--- src/rtl/ultrasonic_transmitter.sv ---
// Ultrasonic ping sequencer: drives a complementary transducer burst, blanks
// the receiver during ringdown, then opens a fixed listen window.
//
// state  | meaning
// IDLE   | waiting for a START rising edge
// BURST  | driving TX_P/TX_N for PULSE_COUNT full cycles
// BLANK  | transducer quiet, receiver still gated off for ringdown
// LISTEN | receiver enabled for the echo window
module ultrasonic_transmitter #(
    parameter int unsigned HALF_PERIOD   = 625,
    parameter int unsigned PULSE_COUNT   = 8,
    parameter int unsigned BLANK_CYCLES  = 4096,
    parameter int unsigned LISTEN_CYCLES = 16384
) (
    input  logic       SYS_CLK,
    input  logic       RSTbar,
    input  logic       START,
    input  logic       ABORT,
    output logic       TX_P,
    output logic       TX_N,
    output logic       TIMER_RST,
    output logic       RX_ENABLE,
    output logic       BUSY,
    output logic       DONE,
    output logic [7:0] PULSE_NUM
);

    typedef enum logic [1:0] {
        ST_IDLE   = 2'd0,
        ST_BURST  = 2'd1,
        ST_BLANK  = 2'd2,
        ST_LISTEN = 2'd3
    } state_t;

    localparam logic [15:0] HALF_LAST   = 16'(HALF_PERIOD - 1);
    localparam logic [7:0]  PULSE_LAST  = 8'(PULSE_COUNT - 1);
    localparam logic [15:0] BLANK_LAST  = 16'(BLANK_CYCLES - 1);
    localparam logic [15:0] LISTEN_LAST = 16'(LISTEN_CYCLES - 1);

    state_t      state, state_nx;
    logic [15:0] half_cnt, half_nx;
    logic [7:0]  pulse_nx;
    logic [15:0] blank_cnt, blank_nx;
    logic [15:0] listen_cnt, listen_nx;
    logic        tx_p_nx, tx_n_nx, timer_rst_nx, rx_enable_nx, busy_nx, done_nx;
    logic        start_prev, start_armed, start_edge;

    // start_armed keeps the first clock after reset from treating a START that
    // is already high as a fresh edge.
    assign start_edge = START & ~start_prev & start_armed;

    // State, counters and all outputs are registered together.
    always_ff @(posedge SYS_CLK or negedge RSTbar) begin
        if (!RSTbar) begin
            state       <= ST_IDLE;
            half_cnt    <= '0;
            PULSE_NUM   <= '0;
            blank_cnt   <= '0;
            listen_cnt  <= '0;
            TX_P        <= 1'b0;
            TX_N        <= 1'b0;
            TIMER_RST   <= 1'b0;
            RX_ENABLE   <= 1'b0;
            BUSY        <= 1'b0;
            DONE        <= 1'b0;
            start_prev  <= 1'b0;
            start_armed <= 1'b0;
        end else begin
            state       <= state_nx;
            half_cnt    <= half_nx;
            PULSE_NUM   <= pulse_nx;
            blank_cnt   <= blank_nx;
            listen_cnt  <= listen_nx;
            TX_P        <= tx_p_nx;
            TX_N        <= tx_n_nx;
            TIMER_RST   <= timer_rst_nx;
            RX_ENABLE   <= rx_enable_nx;
            BUSY        <= busy_nx;
            DONE        <= done_nx;
            start_prev  <= START;
            start_armed <= 1'b1;
        end
    end

    // Next-state, counter and output decode; TX_P doubles as the drive phase.
    always_comb begin
        state_nx     = state;
        half_nx      = half_cnt;
        pulse_nx     = PULSE_NUM;
        blank_nx     = blank_cnt;
        listen_nx    = listen_cnt;
        tx_p_nx      = 1'b0;
        tx_n_nx      = 1'b0;
        timer_rst_nx = 1'b0;
        done_nx      = 1'b0;

        if (state != ST_IDLE && ABORT) begin
            state_nx  = ST_IDLE;
            half_nx   = '0;
            pulse_nx  = '0;
            blank_nx  = '0;
            listen_nx = '0;
        end else begin
            case (state)
                ST_IDLE: begin
                    if (start_edge && !ABORT) begin
                        state_nx     = ST_BURST;
                        half_nx      = '0;
                        pulse_nx     = '0;
                        tx_p_nx      = 1'b1;
                        timer_rst_nx = 1'b1;
                    end
                end
                ST_BURST: begin
                    if (half_cnt == HALF_LAST) begin
                        half_nx = '0;
                        if (TX_P) begin
                            tx_n_nx = 1'b1;
                        end else if (PULSE_NUM == PULSE_LAST) begin
                            state_nx = ST_BLANK;
                            pulse_nx = '0;
                            blank_nx = BLANK_LAST;
                        end else begin
                            pulse_nx = PULSE_NUM + 8'd1;
                            tx_p_nx  = 1'b1;
                        end
                    end else begin
                        half_nx = half_cnt + 16'd1;
                        tx_p_nx = TX_P;
                        tx_n_nx = TX_N;
                    end
                end
                ST_BLANK: begin
                    if (blank_cnt == '0) begin
                        state_nx  = ST_LISTEN;
                        listen_nx = LISTEN_LAST;
                    end else begin
                        blank_nx = blank_cnt - 16'd1;
                    end
                end
                ST_LISTEN: begin
                    if (listen_cnt == '0) begin
                        state_nx = ST_IDLE;
                        done_nx  = 1'b1;
                    end else begin
                        listen_nx = listen_cnt - 16'd1;
                    end
                end
                default: state_nx = ST_IDLE;
            endcase
        end

        rx_enable_nx = (state_nx == ST_LISTEN);
        busy_nx      = (state_nx != ST_IDLE);
    end

endmodule

--- config.mk ---
export PLATFORM = sky130hd
export DESIGN_NAME = ultrasonic_transmitter
export DESIGN_NICKNAME = d
export VERILOG_FILES = /design/src/rtl/ultrasonic_transmitter.sv
export SDC_FILE = /design/constraint.sdc
export NUM_CORES = 1
export LEC_CHECK = 0
export ABC_AREA = 1
export BUFFER_PORTS_ARGS = -buffer_cell sky130_fd_sc_hd__buf_2
export CORE_MARGIN = 2
export CORE_UTILIZATION = 40
export CTS_CLUSTER_DIAMETER = 120
export CTS_CLUSTER_SIZE = 20
export DETAILED_ROUTE_END_ITERATION = 10
export GPL_ROUTABILITY_DRIVEN = 0
export GPL_TIMING_DRIVEN = 0
export SYNTH_ARGS = -nofsm -noshare
export SYNTH_HDL_FRONTEND = slang
export SYNTH_SLANG_ARGS = --single-unit
--- constraint.sdc ---
create_clock -name SYS_CLK -period 4.4 [get_ports SYS_CLK]
set_input_delay 0.88 -clock SYS_CLK [delete_from_list [all_inputs] [get_ports SYS_CLK]]
set_output_delay 0.88 -clock SYS_CLK [all_outputs]
set_load 0.1 [all_outputs]
==> results of run 1 <==
[flip-flops by register name (all words and copies together), names as in the netlist, 2 cells and up]
register and cells:
half_cnt 16, state 2, blank_cnt 16, PULSE_NUM 8
listen_cnt 16
[cell type report]
cell class / count / area share [%]
buffer: 13 / 2.06
multi-input combinational: 460 / 47.0
sequential: 66 / 35.3
tap: 136 / 3.64
clock inverter: 4 / 1.10
clock buffer: 12 / 3.10
inverter: 74 / 5.94
timing repair buffer: 17 / 1.87
[Yosys cell counts, drive strengths merged]
master and n:
nand2 193, nor2 87, o21bai 3, a21o 1
dfrtp 66, a31oi 2, o21ai 54, nand3b 3
a21oi 16, conb 1, nand3 50, ha 7
buf 13, xor2 2, nor3 14, a31o 1
o211ai 1, or2 2, nand4 23, inv 74
[cells by family (layout without fill, tap and decap cells)]
kind of cell	count (synthesis)	after routing
AO/OA/AOI/OAI	78	78
AND/OR/NAND/NOR	372	372
other	1	1
XOR/XNOR	2	2
flip-flops	66	66
buffers and inverters	87	120
adder cells (fa/ha/maj)	7	7
[worst min-delay path, stage by stage, from the launching register on]
cell     delay [ns]
dfrtp_1        0.34
nand2_1        0.05
nand2_1        0.06
[metrics by stage]
stage | worst slack (ns) | area [um2] | std cells | hold slack [ns]
global route | 2.20 | 4680 | 782 | 0.519
finish | 2.26 | 4680 | 782 | 0.484
global placement | 2.11 | 4480 | 766 | 0.465
floorplan | 2.15 | 4220 | 613 | 0.449
detailed placement | 2.13 | 4480 | 766 | 0.468
CTS | 2.25 | 4680 | 782 | 0.486
[worst max-delay path by stage]
stage                            start       endpoint  slack (ns)  depth (start not counted)
after CTS                 PULSE_NUM[5]   PULSE_NUM[5]        2.25                          1
after detailed placement         ABORT    half_cnt[2]        2.13                          8
after floorplan           PULSE_NUM[0]  blank_cnt[14]        2.15                          9
final                     PULSE_NUM[5]   PULSE_NUM[5]        2.26                          1
after global placement          RSTbar   PULSE_NUM[7]        2.11                          1
after global routing      PULSE_NUM[5]   PULSE_NUM[5]        2.20                          1
[metal layers]
| layer | share of wire (%) | routed length, um |
|---|---|---|
| met1 | 48 | 4660 |
| met2 | 45 | 4380 |
| met5 | 0 | 0 |
| met3 | 5.1 | 495 |
| met4 | 1.5 | 148 |
[power by group through the flow]
stage / Clock (W) / Sequential [W] / Combinational [W]
2_1_floorplan: 0 / 0.000975 / 0.000885
3_3_place_gp: 0 / 0.000899 / 0.00122
3_5_place_dp: 0 / 0.000902 / 0.00124
4_1_cts: 0.000536 / 0.000892 / 0.00125
5_1_grt: 0.000558 / 0.000921 / 0.00140
6_report: 0.000519 / 0.000895 / 0.00124
==> results.txt, run 1 <==
On the critical path the largest part of the delay comes from buffers and inverters. The leakage power figure came out at 2.34 nW. The total buffers and inverters traversed by the critical path came out at 1.

Entering global routing, the biggest net connects 67 pins. The type of the setup path with the least slack is flip-flop to output pin. The quantity of gates resized following cts is 0. Dividing total power by cell area gives a power density of 567 nW/um2. The initial detailed-routing violation count came out at 198.

The detail route stage leaves a number of antenna-violating nets equal to 0. In this run the most critical hold path is launched from listen_cnt[1]. The chip height is 107 um.

The sequential area share after synthesis is 39.1%. The initial antenna violation count was 0. The largest individual stage delay along the critical path comes from the cell buf_2. The summed negative setup slack over all endpoints came out at 0 ns. For hold timing, the worst endpoint is listen_cnt[1].

Ranked by total cell area, the synthesized netlist is headed by dfrtp_1 39%, nand2_1 17%, nor2_1 7.0%. STA classifies the critical path endpoint as an output pin. The library cells used most frequently in the layout, excluding fill and tap cells, are 189 x nand2_1, 79 x nor2_1, 69 x inv_1.

The number of global-route vias before repair is 3592. At the pin with the least slew margin, the transition time is 0.843 ns. The post-synthesis share of cell area spent on xor and xnor gates came out at 0.415%.

On the worst path, the slowest cell contributes a delay of 0.47 ns. The number of CTS-inserted buffers is 9. The sequential share of power is 33.8%. The number of unique standard cell types used by synthesis came out at 30.

After detailed routing, the number of vias per cell comes to 5.06. The first TritonRoute pass finished after 5 iterations. Of the available clock period, the critical path in the final layout requires 48.6%. The worst setup path is launched from a flip-flop. Summing the areas of all and, or, nand and nor instances in the mapped netlist gives 38.3% of the synthesized area.

The TritonCTS clock tree is built. The final wirelength is 9690 um. After global routing, the most crowded layer is met2. The number of nets in the layout came out at 652. In this run the tool buffered the top-level ports with 17 buffer cells. The total of max-cap violations came out at 0. The depth of the CTS H-tree came out at 3. The die extent in x is 107 um. The overall die area is 11400 um2. The tightest min-delay check is of the flip-flop to flip-flop type. The switching power total came out at 0.00125 W.

The maximum clock path buffer count came out at 2. Net switching is 47.0% of the power. The maximum clock frequency is 468 MHz. The startpoint identified for the worst register-to-register timing path is half_cnt[0]. The footprint of the multi-input gates is 2200 um2. The data required time at the worst endpoint came out at 3.52 ns.

The final antenna diode count is 0. The starting utilization of the core area is 41.1%. The count of unresolved DRC violations after routing is 0. In this run the worst path has a maximum fanout of 7. The number of max-slew violations in the final report came to 0. The multiplexer area fraction after synthesis came out at 0%. The total of flip-flops plus latches after synthesis came out at 66. The setup slack of the most critical reg-to-reg path is 2.53 ns. The tree is rooted in a clkbuf_8.

In the global route stage, met2 resource usage came out at 29.7%. The core area came out at 10300 um2. The number of standard-cell rows in the floorplan is 37.

The internal power contribution came out at 0.00141 W. Setup violations remaining at the end of the flow were counted as 0. The first-pass GRT wire length came out at 16600 um. Summing the areas of all fa, ha and maj instances in the mapped netlist gives 2.07% of the synthesized area. The count of mapped cells out of synthesis came out at 613. Walking the worst path, the cells encountered are buf_2.

The aggregate global-route resource usage came out at 18.0%. The arrival time at the worst endpoint came out at 1.26 ns. The worst pin sits at a relative slew slack of 43.8%. The cell depth of the worst flop-to-flop path came out at 10.

The fraction of met1 tracks used by global routing came out at 24.1%. The number of post-CTS setup repair buffers came out at 0. Summing over every cut layer, the via total after detailed routing is 3956. The count of cells along the worst hold path is 2. The setup clock skew after layout is 0.0115 ns.

In this run the cell area of the synthesized design comes to 4220 um2. Summed over its instances, the top area cell type makes up 39.1% of the synthesized netlist area. During I/O placement, the number of pins put on the boundary was 18. The clock period minus final worst setup slack is 2.14 ns. The design draws 0.00265 W.

The synthesized netlist devotes 11.1% of its cell area to compound gates. The final-report hold violation count came out at 0. Counting every net in the synthesized netlist gives 624. The peak supply drop is 0.352 mV. The global routing usage on met3 is 3.65%. A synthesized cell averages 6.89 um2.

The critical register-to-register path endpoint is blank_cnt[12]. After synthesis, the largest family of logic cells by area is simple AND/OR/NAND/NOR gates. The clock slew at the register clock pins of the worst setup and hold paths is 0.06 ns. The clock network fraction of total power is 19.6%. The average wire per standard cell is 12.4 um. Per report_power, the combinational group accounts for 46.7% of the total.

The growth of design area from synthesis to finish is 10.8%. The final standard cell utilization of the core came out at 45.5%. The total clock sinks is 66. The flow ran to the end, and the final reports show no timing, DRC or antenna violations.

At the later pin of the worst-skew pair, clock insertion delay measures 0.35 ns. The share of post-route cells with drive strength above 1 came out at 12.7%. The register area is 1650 um2. The most frequent standard cell in the layout excluding fill and tap cells is nand2_1.

The number of warnings issued by yosys came out at 0. The hold-fix buffer count after cts came out at 0. The biggest area contributor in the post-synthesis netlist is dfrtp_1.

The number of inserted filler cells in the final layout came out at 1106. The total grt overflow came out at 0. Setup repair after global routing left no endpoint under its margin. The detailed placement HPWL is 6980 um.
(Power assumes the default switching activity.)
==> run 2: changes to the inputs <==
Settings changed: ABC_AREA 1 to 0.
Clock period 4.4 ns to 1.8 ns, I/O delays scaled along.
==> run 2 against run 1 <==
Against the previous run:
- the flow now finishes with violations (negative setup slack)
- synthesized area decreased by 9.3%
- combinational power decreased by 52%
- sequential power increased by 93%
- utilization increased by 9.5 points
- setup slack got worse by 2.5 ns
- count of clock-buffer cells in the layout increased by 2
- design area increased by 9.2%
- register-to-register slack got worse by 2.8 ns
- clock power increased to 2.7 times the previous value
- worst hold slack got worse by 0.36 ns
- global-route usage increased by 1.6 points
==> results.txt, run 2 <==
Among all stages on the critical path, the largest delay is contributed by or4_4. The clock insertion delay at the later pin of the skew report came to 0.35 ns (about the same). The total standard cell area after synthesis is 3830 um2 (-9.3%). The area share of the leading cell type in the synthesized netlist is 43.1% (+4.0 points). The number of routed nets with antenna violations came out at 0 (unchanged). The largest registers in the layout are blank_cnt (16), half_cnt (16), listen_cnt (16). The number of enable flip-flop cells after synthesis was 0 (unchanged). The maximum clock frequency came out at 488 MHz. The average wire per standard cell is 16.2 um (+30%). The type of the setup path with the least slack is flip-flop to flip-flop.

The total power divided by cell area was 729 nW/um2 (+29%). The number of standard cells in the final layout excluding fillers came out at 623 (-20%). Leaving out fill and tap cells, the most frequent cell in the layout is dfrtp_1.

The core area is 9280 um2 (-9.7%). The overall die area is 10400 um2 (-9.0%). The share of post-route cells with drive strength above 1 was 36.2% (+24 points). The most used flip-flop cell after synthesis is dfrtp_1. Sorting the synthesized cells by area gives the leading types as dfrtp_1 43%, nand2_1 3.9%, o21ai_0 3.4%. The highest fanout seen on the critical path came out at 4 (-3). The summed negative setup slack over all endpoints is -6.79 ns (-6.79 ns). The checks that failed: negative setup slack. The combinational share of power came to 16.1% (-31 points). The total buffers and inverters traversed by the critical path is 1 (unchanged). The hold-fix buffer count after cts came to 0 (unchanged). The proportion of total power due to net switching came to 28.2% (-19 points). The number of CTS-inserted buffers came out at 9 (unchanged). The library cell with the largest summed area after synthesis is dfrtp_1. The largest net degree at the start of global routing is 67 (unchanged). The delay contributed by the slowest stage of the critical path is 0.57 ns (+0.10 ns).

The clock slew at the register clock pins of the worst setup and hold paths came out at 0.08 ns (+0.02 ns). The final antenna diode count is 0 (unchanged). The depth of the CTS H-tree came out at 3 (unchanged). The detailed placement HPWL is 5940 um (-15%). The min-delay analysis places its worst path in the category primary input to asynchronous set/reset pin. The number of warnings issued by yosys is 0 (unchanged).

The growth of design area from synthesis to finish came out at 33.4%. Setup repair after global routing could not meet its margin everywhere. The starting utilization of the core area came to 41.2% (+0.15 points). The total clock sinks is 66 (unchanged).

The count of mapped cells out of synthesis is 414 (-32%). The leakage power figure came to 2.26 nW (-3.5%). The first-pass iteration count of the detailed router came out at 4 (-1). The average via count per standard cell came out at 5.76 (+14%). The chip height is 102 um (-4.6%). The instance count after placement with tap cells included is 560 (-27%).

The die extent in x is 102 um (-4.6%). The setup clock skew after layout is 0.0144 ns (+0.00294 ns). The least setup slack across all paths after layout is -0.248 ns (-2.51 ns). In the finished design, the share of the clock period the worst path needs comes to 114%. The total of flip-flops plus latches after synthesis is 66 (unchanged). The switching power total is 0.00105 W (-16%).

The count of input and output buffers was 17 (unchanged). The relative max-transition margin came to 44.1% (+0.23 points). The actual transition at the worst max-transition pin was 0.839 ns (-0.00338 ns). The initial antenna violation count came out at 0 (unchanged).

The run finished, with violations left. The sequential area share after synthesis came out at 43.1% (+4.0 points). The number of max-slew violations in the final report is 0 (unchanged). The number of top-level pins came out at 18 (unchanged). Sorting the synthesized cells by how often they occur yields 66 x dfrtp_1, 40 x nand2_1, 34 x nor2_1, 26 x o21ai_0. The arrival time at the worst endpoint is 2.28 ns (+1.02 ns). The count of unresolved DRC violations after routing is 0 (unchanged).

The worst setup path is launched from a flip-flop. The peak supply drop came out at 0.451 mV (+28%). The number of nets in the layout is 500 (-23%).

The number of unique standard cell types used by synthesis came out at 70 (+130%). The clock network fraction of total power came out at 37.4% (+18 points). The number of standard-cell rows in the floorplan is 35 (-5.4%). The total grt overflow came out at 0 (unchanged). The total setup violations reported at the end of the flow was 57 (+57). The mean post-synth cell area is 9.25 um2 (+34%). In this design, the largest share of critical-path delay is due to simple AND/OR/NAND/NOR gates. The final-report hold violation count came out at 0 (unchanged). The first-pass GRT wire length is 16000 um (-3.6%). The sequential share of power came out at 46.5% (+13 points). In the layout the commonest cells are 52 x dfrtp_1, 39 x buf_4, 34 x nand2_1.

The clock period minus final worst setup slack came out at 2.05 ns. The total of max-cap violations is 0 (unchanged). The final wirelength came to 10100 um (+3.9%). The data required time at the worst endpoint came out at 2.04 ns (-1.48 ns). The initial detailed-routing violation count is 183 (-7.6%). The net count after synthesis came out at 425 (-32%). The maximum clock path buffer count came to 2 (unchanged). The total via count in the routed design is 3588 (-9.3%).

Traced cell by cell, the critical path runs through or4_4 -> nor3_4 -> a311o_2 -> buf_4 -> nand2_2 -> a221o_1. STA classifies the critical path endpoint as a flip-flop. The TritonCTS clock tree is built.

The cell sitting at the root of the clock tree is a clkbuf_8. The proportion of synthesized flip-flops having asynchronous set or reset came out at 100% (unchanged). The setup slack of the most critical reg-to-reg path was -0.25 ns (-2.78 ns). The final hold slack is 0.121 ns (-0.363 ns). The aggregate global-route resource usage is 19.6% (+1.6 points). The number of global-route vias before repair came out at 3256 (-9.4%).

The internal power contribution was 0.00267 W (+90%). In the post-synthesis netlist, the cell with the most instances is dfrtp_1.
[run 2: cell types whose count changed in the layout (fill, tap and decap cells not counted), moves of 21 or more]
cell / previous run / this run
nand3_1: 49 / 18
o21ai_0: 33 / 12
buf_4: 1 / 39
nor2_1: 79 / 28
inv_1: 69 / 11
nand2_1: 189 / 34
[run 2: final timing paths]
path / cells past startpoint / from / to
hold reg to reg: 1 / blank_cnt[11] / blank_cnt[11]
hold / removal: 1 / RSTbar / half_cnt[14]
setup reg to reg: 6 / PULSE_NUM[5] / blank_cnt[13]
setup / recovery: 6 / PULSE_NUM[5] / blank_cnt[13]
min in group SYS_CLK: 1 / START / start_prev
max in group asynchronous: 1 / RSTbar / PULSE_NUM[4]
[run 2: worst register-to-register path, delay by kind of cell, from the launching register on]
| family | cells | cell delay (ns) |
|---|---|---|
| and+or+nand+nor | 3 | 0.78 |
| buffers and inverters | 1 | 0.13 |
| DFF | 1 | 0.47 |
| AOI/OAI and AO/OA | 2 | 0.56 |
[run 2: power by group through the flow]
| stage | Combinational, W | Clock, W | Sequential (W) |
|---|---|---|---|
| finish | 0.000598 | 0.00139 | 0.00173 |
| CTS | 0.000519 | 0.00141 | 0.00172 |
| global route | 0.000658 | 0.00149 | 0.00175 |
| detailed placement | 0.000416 | 0 | 0.00176 |
| floorplan | 0.000263 | 0 | 0.00178 |
| global placement | 0.000408 | 0 | 0.00176 |
[run 2: logic make-up (layout without fill, tap and decap cells)]
kind of cell	after synthesis	in the layout	share of synthesized area, %
AO/OA/AOI/OAI	117	117	21.4
XOR/XNOR	7	7	1.60
adder cells (fa/ha/maj)	7	7	2.29
buffers and inverters	35	115	5.33
flip-flops	66	66	43.1
multiplexers	1	1	0.261
other	1	1	0.0979
AND/OR/NAND/NOR	180	180	25.9
[run 2: per-stage QoR]
step           cell area, um2  power [W]  worst slack [ns]  util [%]
3_5_place_dp             4110    0.00218            -0.378      44.3
6_report                 5110    0.00372            -0.248      55.0
2_1_floorplan            3860    0.00204            -0.321         -
4_1_cts                  4630    0.00365            -0.248      49.9
3_3_place_gp             4110    0.00217            -0.370      44.3
5_1_grt                  5110    0.00390            -0.322      55.0
[run 2: repair_timing]
| action | in CTS | in global routing |
|---|---|---|
| endpoints found under the hold margin | 0 | 0 |
| gates cloned | 2 | 2 |
| buffers inserted | 20 | 28 |
| resized for setup | 41 | 84 |
| endpoints found under the setup margin | 60 | 56 |
| pin swaps | 30 | 40 |
[run 2: final cells by class]
type | count | area [um2]
Buffer | 17 | 154
Clock buffer | 14 | 153
Clock inverter | 2 | 60.1
Fill cell | 837 | 4180
Inverter | 14 | 52.6
Multi-Input combinational cell | 313 | 2330
Sequential cell | 66 | 1670
Tap cell | 129 | 161
Timing Repair Buffer | 68 | 519
[run 2: routing by layer]
metal / share of wire, % / up-vias / global-route usage (%)
li1: - / 1708 / -
met1: 47 / 1760 / 28.5
met2: 46 / 100 / 29.2
met3: 4.2 / 20 / 3.35
met4: 2.2 / 0 / 7.69
met5: 0 / - / 0
==> run 3: changes to the inputs <==
Settings changed: ABC_AREA 0 to unset, TNS_END_PERCENT set to 20.
==> run 3 against run 2 <==
Against the previous run:
- the run still ends with negative setup slack left
- count of clock-buffer cells in the layout is 3 lower
- utilization is 3.0 points lower
- register-to-register slack worse by 0.04 ns
- power down 8.2%
- global-route usage is 0.36 points higher
- non-clock buffer count shrank 13
- fmax decreased by 1.8%
- setup slack got worse by 0.039 ns
- via count down 3.6%
- critical endpoint unchanged
- largest cell class unchanged
==> results.txt, run 3 (same netlist as run 2, synthesis figures left out) <==
The most frequent standard cell in the layout excluding fill and tap cells is dfrtp_1. The chip height came out at 102 um (unchanged). The total clock sinks is 66 (unchanged). The min-delay analysis places its worst path in the category primary input to asynchronous set/reset pin. The largest net degree at the start of global routing is 67 (unchanged). The final antenna diode count came out at 0 (unchanged).

The share of post-route cells with drive strength above 1 is 30.8% (-5.5 points). The core area is 9280 um2 (unchanged). The clock insertion delay at the later pin of the skew report is 0.36 ns (about the same). The average wire per standard cell came out at 15.5 um (-3.8%). The data required time at the worst endpoint came out at 2.05 ns (about the same).

The number of nets in the layout is 487 (-2.6%). The combinational share of power came to 16.3% (+0.2 points). The first-pass iteration count of the detailed router is 4 (unchanged). The detailed placement HPWL is 5950 um (+0.19%). The critical path startpoint category is a flip-flop. The first-pass GRT wire length is 16200 um (+1.2%). STA classifies the critical path endpoint as a flip-flop. The total via count in the routed design came out at 3460 (-3.6%). The number of global-route vias before repair came out at 3252 (-0.12%). The TritonCTS clock tree is built. The clock slew at the register clock pins of the worst setup and hold paths was 0.08 ns (about the same). The endpoint identified for the worst register-to-register timing path is blank_cnt[13]. The relative max-transition margin came out at 43.2% (-0.88 points).

The proportion of total power due to net switching came to 31.1% (+2.8 points). The depth of the CTS H-tree was 3 (unchanged). The overall die area is 10400 um2 (unchanged). The clock period minus final worst setup slack is 2.09 ns (+0.0385 ns). The number of standard-cell rows in the floorplan came to 35 (unchanged). The internal power contribution is 0.00236 W (-12%). The aggregate global-route resource usage came out at 20.0% (+0.36 points). The hold-fix buffer count after cts is 0 (unchanged). The fraction of the cycle the final worst path needs came to 116% (+2.1 points). The final wirelength came to 9480 um (-5.8%). The total of max-cap violations came out at 0 (unchanged). The total grt overflow is 0 (unchanged).

In the final layout, the registers with the most flip-flops are blank_cnt (16), half_cnt (16), listen_cnt (16). The initial antenna violation count is 0 (unchanged). The maximum clock path buffer count came out at 2 (unchanged). The total power was 0.00342 W (-8.2%). The average via count per standard cell came to 5.67 (-1.5%).

Clock tree synthesis selected as its root buffer the cell clkbuf_8. The least setup slack across all paths after layout is -0.287 ns (-0.0385 ns). The number of routed nets with antenna violations is 0 (unchanged). The worst flop-to-flop path startpoint is PULSE_NUM[5]. The maximum clock frequency came out at 479 MHz (-1.8%). The setup clock skew after layout is 0.0124 ns (-0.00198 ns).

In the layout the commonest cells are 54 x dfrtp_1, 38 x nand2_1, 30 x nor2_1, 30 x buf_4, 22 x o21ai_0. From synthesis to final layout, the design area changed by 26.1%. The initial detailed-routing violation count came out at 187 (+2.2%). The peak supply drop came out at 0.431 mV (-4.5%). The leakage power figure came out at 2.17 nW (-4.0%). The arrival time at the worst endpoint was 2.33 ns (+0.05 ns). The actual transition at the worst max-transition pin is 0.852 ns (+0.0132 ns).

The sequential share of power is 50.4% (+3.9 points). The count of input and output buffers is 17 (unchanged). The final hold slack is 0.0922 ns (-0.0291 ns). The count of unresolved DRC violations after routing is 0 (unchanged). The die extent in x came out at 102 um (unchanged).

The clock network fraction of total power is 33.3% (-4.1 points). Setup repair after global routing could not meet its margin everywhere. The cell depth of the worst flop-to-flop path is 6 (unchanged). The total setup violations reported at the end of the flow came out at 40 (-30%). The checks that failed: negative setup slack. The number of top-level pins is 18 (unchanged). The number of max-slew violations in the final report came out at 0 (unchanged). The highest fanout seen on the critical path came out at 4 (unchanged). The setup slack of the most critical reg-to-reg path came out at -0.29 ns (-0.04 ns). The final-report hold violation count came to 0 (unchanged). The run finished, with violations left.

The switching power total came out at 0.00106 W (+1.0%). The number of CTS-inserted buffers is 9 (unchanged). The starting utilization of the core area was 41.2% (unchanged). The total power divided by cell area came out at 708 nW/um2 (-2.9%). The critical path is of the flip-flop to flip-flop type. The summed negative setup slack over all endpoints was -5.44 ns (+1.35 ns).
==> run 3: cell types whose count changed in the layout (fill, tap and decap cells not counted), sizes merged <==
cell,before,now
buf,75,61
clkinvlp,0,2
clkbuf,24,22
clkinv,0,3
bufinv,2,0
==> run 3: per-stage QoR <==
| step | cells | utilization [%] | area (um2) | worst slack, ns |
|---|---|---|---|---|
| 2_1_floorplan | 414 | - | 3840 | -0.321 |
| 3_3_place_gp | 560 | 44.1 | 4090 | -0.413 |
| 3_5_place_dp | 560 | 44.1 | 4090 | -0.425 |
| 4_1_cts | 596 | 49.3 | 4580 | -0.258 |
| 5_1_grt | 610 | 52.0 | 4830 | -0.349 |
| 6_report | 610 | 52.0 | 4830 | -0.287 |
==> run 3: worst max-delay path by stage <==
stage / to / slack (ns) / depth (start not counted) / startpoint
3_3_place_gp: half_cnt[5] / -0.41 / 9 / half_cnt[0]
5_1_grt: blank_cnt[8] / -0.35 / 6 / PULSE_NUM[5]
6_report: blank_cnt[13] / -0.29 / 6 / PULSE_NUM[5]
3_5_place_dp: half_cnt[5] / -0.42 / 9 / half_cnt[0]
4_1_cts: blank_cnt[8] / -0.26 / 6 / PULSE_NUM[5]
2_1_floorplan: blank_cnt[13] / -0.32 / 5 / PULSE_NUM[4]
==> run 3: power by group through the flow <==
stage | combinational [W] | clock [W] | sequential [W]
floorplan | 0.000259 | 0 | 0.00177
global placement | 0.000405 | 0 | 0.00175
detailed placement | 0.000413 | 0 | 0.00175
CTS | 0.000522 | 0.00117 | 0.00171
global route | 0.000622 | 0.00125 | 0.00174
finish | 0.000556 | 0.00114 | 0.00173
==> run 3: critical path: stages (launching register included) <==
cell and delay [ns]:
dfrtp_4 0.47, or4_4 0.56, nor3_4 0.15, a311o_2 0.27, buf_4 0.14, nand2_2 0.07
a221o_1 0.31
==> run 3: layout make-up <==
cell class / count / area [um2]
fillers: 881 / 4450
multi-input cells: 313 / 2230
flip-flops and latches: 66 / 1670
repair buffers: 54 / 389
well taps: 129 / 161
plain buffers: 18 / 156
clock buffers: 11 / 141
inverters: 14 / 52.6
clock inverters: 5 / 30.0
==> run 3: timing repair <==
item,CTS,global route
endpoints found under the setup margin,60,60
cloned,3,0
resized for setup,42,41
pin swaps,32,18
buffers inserted,19,15
==> run 3: routing by layer <==
metal	track usage, %	up-vias	wire length, um
met4	6.87	0	174
met5	0	-	0
met1	27.9	1686	4520
met3	4.31	14	444
li1	-	1685	-
met2	30.8	75	4340
